### config.mk
export PLATFORM = sky130hd
export DESIGN_NAME = input_matrix
export DESIGN_NICKNAME = d
export VERILOG_FILES = /design/src/rtl/input_matrix.sv
export SDC_FILE = /design/constraint.sdc
export NUM_CORES = 1
export LEC_CHECK = 0
export BUFFER_PORTS_ARGS = -buffer_cell sky130_fd_sc_hd__buf_2
export CORE_MARGIN = 10
export CORE_UTILIZATION = 45
export CTS_CLUSTER_DIAMETER = 200
export DETAILED_ROUTE_END_ITERATION = 7
export PLACE_DENSITY_LB_ADDON = 0.08
export SYNTH_ARGS = -nofsm -noshare
export SYNTH_HDL_FRONTEND = slang
export SYNTH_SLANG_ARGS = --single-unit
### constraint.sdc
create_clock -name clk -period 1.6 [get_ports clk]
set_input_delay 0.32 -clock clk [delete_from_list [all_inputs] [get_ports clk]]
set_output_delay 0.32 -clock clk [all_outputs]
set_load 0.01 [all_outputs]
### src/rtl/input_matrix.sv
// Button debounce filter and sm510 K-matrix return path.
// Optional 2-flop input synchronizer enabled by defining INPUT_MATRIX_SYNC_EN.
module input_matrix #(
  parameter int unsigned DEBOUNCE_TICKS = 16,
  parameter int unsigned COL_A          = 1,
  parameter int unsigned COL_B          = 2
) (
  input  logic       clk,
  input  logic       reset_n,
  input  logic       clk_en,
  input  logic [7:0] buttons,
  input  logic [7:0] shifter_s,
  output logic [3:0] input_k,
  output logic       input_ba,
  output logic       input_beta,
  output logic [7:0] debounced,
  output logic       changed
);

  localparam int unsigned NB    = 8;
  localparam int unsigned CNT_W = $clog2(DEBOUNCE_TICKS + 1);
  localparam logic [CNT_W-1:0] TERM      = CNT_W'(DEBOUNCE_TICKS);
  localparam logic [2:0]       COL_A_IDX = 3'(COL_A);
  localparam logic [2:0]       COL_B_IDX = 3'(COL_B);

  logic [NB-1:0]    synced;
  logic [NB-1:0]    flip;
  logic [CNT_W-1:0] cnt_q [NB];
  logic [CNT_W-1:0] cnt_d [NB];

`ifdef INPUT_MATRIX_SYNC_EN
  logic [NB-1:0] meta;
  logic [NB-1:0] stable;

  // Two-flop synchronizer; raw buttons reach the filter two clocks later.
  always_ff @(posedge clk or negedge reset_n) begin
    if (!reset_n) begin
      meta   <= '0;
      stable <= '0;
    end else begin
      meta   <= buttons;
      stable <= meta;
    end
  end

  assign synced = stable;
`else
  assign synced = buttons;
`endif

  // Per-button counter: counts consecutive mismatching ticks, flips on reaching TERM.
  always_comb begin
    flip = '0;
    for (int i = 0; i < NB; i++) begin
      cnt_d[i] = cnt_q[i];
      if (clk_en) begin
        if (synced[i] != debounced[i]) begin
          if (CNT_W'(cnt_q[i] + CNT_W'(1)) == TERM) begin
            flip[i]  = 1'b1;
            cnt_d[i] = '0;
          end else begin
            cnt_d[i] = CNT_W'(cnt_q[i] + CNT_W'(1));
          end
        end else begin
          cnt_d[i] = '0;
        end
      end
    end
  end

  always_ff @(posedge clk or negedge reset_n) begin
    if (!reset_n) begin
      for (int i = 0; i < NB; i++) cnt_q[i] <= '0;
      debounced <= '0;
      changed   <= 1'b0;
    end else begin
      for (int i = 0; i < NB; i++) cnt_q[i] <= cnt_d[i];
      debounced <= debounced ^ flip;
      changed   <= |flip;
    end
  end

  // Matrix return is combinational so the sm510 sees its strobe answered in the same cycle.
  assign input_k = (shifter_s[COL_A_IDX] ? debounced[3:0] : 4'h0) |
                   (shifter_s[COL_B_IDX] ? debounced[7:4] : 4'h0);

  assign input_ba   = 1'b1;
  assign input_beta = 1'b1;

endmodule
# Yosys cells after proc, flatten, opt, wreduce, memory -nomap -nowiden

Cells that the tools add are included.

$add $sub $neg: 8
Bitwise logic cells: 2
Reduce and logical (&&, ||, !) cells: 1
Multiplexer cells: 42
Equality and inequality tests: 16

Operators by type and width:

| cell                                                           | number |
|---|---|
| 5-bit 2-to-1 mux                                               | 16 |
| 5-bit by 1-bit adder with 5-bit output (second input constant) | 8 |
| 5-bit == test (second input constant)                          | 8 |
| 1-bit 2-to-1 mux                                               | 24 |
| 4-bit 2-to-1 mux                                               | 2 |
| 1-bit != test                                                  | 8 |
| 8-bit OR reduction                                             | 1 |
| 8-bit XOR                                                      | 1 |
| 4-bit bitwise OR                                               | 1 |

Output and inout bits: 15
Word-level logic and storage cells: 79
Input bits: 19
Flip-flop bits (word level): 49

# Longest topological paths before layout

Word-level depth: 6
Mapped depth: 6
Gate-level depth less buffers: 6

# Worst setup path after synthesis

OpenSTA, ideal clock, no wires.

Kind: reg2reg
Start point: register debounced[6]
End point: register debounced[6]
Cell stages (with the launch flop): 5
Arrival: 1.313 ns
Period minus slack after synthesis: 1.440 ns
Buffers on the path: 0
Data required time: 1.473 ns
Setup time: 0.127 ns
Slack: 0.160 ns
Path through: dfrtp_1 > xor2_1 > nand2_1 > or3_1 > xnor2_1

Longest elaborated chain between the ends: 4

RTL lines:

| item                     | line | source |
|---|---|---|
| start: declaration       | 16   | `output logic [7:0] debounced,` |
| start signal: assignment | 78   | `debounced <= debounced ^ flip;` |
| 1-bit != test            | 57   | `if (synced[i] != debounced[i]) begin` |
| 1-bit 2-to-1 mux         | 57   |  |
| 1-bit 2-to-1 mux         | 56   | `if (clk_en) begin` |
| 8-bit XOR *              | 78   |  |

Mark *: on every way between the ends. The rest lies on a longest branch, timed or not.
A chain may end at the register's enable or synchronous reset.

# Worst setup path in the final report

Start point: register debounced[7]
End point: output input_k[3]

Longest elaborated chain between the ends: 2

RTL lines:

| item             | line | source |
|---|---|---|
| 4-bit 2-to-1 mux | 85   | `(shifter_s[COL_B_IDX] ? debounced[7:4] : 4'h0);` |
| 4-bit bitwise OR | 84   | `assign input_k = (shifter_s[COL_A_IDX] ? debounced[3:0] : 4'h0) \|` |
| end: declaration | 13   | `output logic [3:0] input_k,` |

Every way passes these cells.

==> results.json <==
{
  "nets": 378,
  "portBuffers": 25,
  "initial_core_util_pct": 46.19,
  "holdWs_ns": 0.3576,
  "root_buffer": "clkbuf_8",
  "ys_async_sr_fraction_pct": 100.0,
  "rows": 28,
  "pwr_density_cell_nw_per_um2": 859.1,
  "antenna_cells": 0,
  "post-route-min-period_ns": 1.539,
  "viasPerCell": 5.304,
  "start_kind": "flip-flop",
  "first_iter_violations": 71,
  "grt_pass1_wl_um": 10780,
  "path_class": "reg2out",
  "antenna_found_initial": 0,
  "yosysWarnings": 0,
  "ys_types": 38,
  "gp_congestion": 0.7764,
  "design.core.area_sq_um": 5886,
  "grt_overflow": 0,
  "grt_use_total_pct": 13.38,
  "setup_viol": 0,
  "die-area_sq_um": 9551,
  "rsz0062_at_grt": "false",
  "status": "finished, final reports clean",
  "ir_drop_v": 0.0004721,
  "drive_gt1_share_pct": 17.61,
  "drc": 0,
  "worstSkewPairLatency_ns": 0.31,
  "period_share_pct": 96.21,
  "drv_slew": 0,
  "skew_ns": 0.004257,
  "synth_cells": 302,
  "cts_max_path_buffers": 2,
  "cts_tree": "done",
  "cp-end-kind": "output port",
  "cts_made_buffers": 5,
  "synth_edf_count": 0,
  "die_h_um": 97.73,
  "synth_flop_cell": "dfrtp_1",
  "fin_util_pct": 54.76,
  "synth.avg_cell_area_sq_um": 9.003,
  "cts.sinks": 49,
  "cts.htree.levels": 2,
  "ys_seq_area_share_pct": 45.10,
  "cap_violations": 0,
  "critPathMaxFanout": 3,
  "grt_max_degree": 36,
  "final_area_sq_um": 3223,
  "cts.clk_slew.worst_paths_ns": 0.09,
  "dpl_cell_area_sq_um": 3088,
  "worstPathRequired_ns": 1.28,
  "ant_nets": 0,
  "areaGrowthSynthToFinish_pct": 18.55,
  "hold_viol": 0,
  "wl_per_cell_um": 14.40,
  "firstDrtPassIters": 6,
  "worstHoldPathType": "in2reg",
  "synth.ff_latch_count": 49,
  "dpl.hpwl_um": 4605,
  "stdcell_count": 427,
  "dp.cells": 418,
  "p_leak_uw": 0.001531,
  "setup_tns_ns": 0,
  "pin_count": 34,
  "synthesis.area_sq_um": 2719,
  "first_global_vias": 2196,
  "die_w_um": 97.73,
  "wirelength_um": 6149,
  "crit_arrival_ns": 1.22,
  "fmax_mhz": 649.6,
  "vias": 2265
}
flip-flops by register name, indices dropped and copies added (netlist names):
register   count
changed        1
debounced      8
cnt_q         40
cell families (layout without fill, tap and decap cells):
| family | Yosys count | after routing | synth area share [%] |
|---|---|---|---|
| adder cells (fa/ha/maj) | 8 | 8 | 3.682 |
| other | 1 | 2 | 0.1379 |
| AND/OR/NAND/NOR | 131 | 131 | 23.29 |
| multiplexers | 3 | 3 | 1.105 |
| buffers and inverters | 16 | 65 | 2.530 |
| AO/OA/AOI/OAI | 78 | 78 | 18.18 |
| flip-flops | 49 | 49 | 45.10 |
| XOR/XNOR | 16 | 16 | 5.983 |
routing by layer:
layer | routed length [um] | global-route usage (%) | part of all wire, %
met5 | 0 | 0 | 0
met4 | 93 | 4.698 | 1.5
met3 | 245 | 3.101 | 4.0
met2 | 2800 | 21.36 | 46
met1 | 3011 | 17.31 | 49
through the flow:
stage	worst slack [ns]	power (uW)
3_3_place_gp	0.1499	1848
6_report	0.06066	2769
3_5_place_dp	0.1494	1859
4_1_cts	0.02924	2805
2_1_floorplan	0.1598	1675
5_1_grt	0.007472	2937
layout make-up:
| type | instances | area (sq um) |
|---|---|---|
| Timing Repair Buffer | 49 | 327.8 |
| Sequential cell | 49 | 1227 |
| Multi-Input combinational cell | 238 | 1428 |
| Fill cell | 551 | 2663 |
| Clock inverter | 1 | 30.03 |
| Clock buffer | 7 | 86.33 |
| Inverter | 8 | 30.03 |
| Tap cell | 75 | 93.84 |
cell usage in the layout (no fill, tap or decap), types with 5 or more instances in the layout:
cell and n:
a21oi_1 6, a22o_1 8, and3_1 8, buf_2 25, buf_4 20, clkbuf_8 6
dfrtp_1 48, ha_1 8, inv_1 8, nand2_1 56, nand3_1 15, nor2_1 20
nor2b_1 6, o21ai_0 39, o2bb2ai_1 7, o31ai_1 7, xnor2_1 8, xor2_1 5
worst paths after layout:
path | startpoint | end | slack (ns) | cells past startpoint
max in group asynchronous | reset_n | cnt_q[25]$_DFFE_PN0P_ | 0.62 | 3
hold / removal | buttons[7] | cnt_q[2]$_DFFE_PN0P_ | 0.36 | 4
hold reg to reg | cnt_q[29]$_DFFE_PN0P_ | cnt_q[29]$_DFFE_PN0P_ | 0.52 | 1
min in group asynchronous | reset_n | cnt_q[39]$_DFFE_PN0P_ | 0.46 | 2
setup reg to reg | cnt_q[5]$_DFFE_PN0P_ | changed$_DFF_PN0_ | 0.11 | 5
setup / recovery | debounced[7]$_DFF_PN0_ | input_k[3] | 0.06 | 3
worst max-delay path: stages, from the launching register on:
cell	delay [ns]
dfrtp_1	0.44
buf_6	0.16
a22o_1	0.18
buf_2	0.14
Yosys cell counts (all sizes together), types with 7 or more instances:
master    n  share of area, %
and3      8               1.8
nand2    57               8.0
o31ai     7               1.9
a22o      8               2.6
inv       8               1.1
o21ai    39               7.2
xnor2     8               2.6
dfrtp    49                45
nand3    15               2.8
nor2     20               2.8
ha        8               3.7
o2bb2ai   7               2.3
xor2      8               3.4
repair_timing:
action,in CTS,in global routing
buffers inserted,0,0
resized for setup,0,3
setup endpoints to repair,0,3
hold endpoints to repair,14,0
hold buffers,1,0
power breakdown:
| group | internal [uW] | leakage [uW] | switching [uW] |
|---|---|---|---|
| logic | 179 | 0.000812 | 221 |
| clock network | 510 | 0.0000585 | 421 |
| registers | 1330 | 0.000661 | 113 |
No activity file was read; power rests on OpenSTA's default activity.
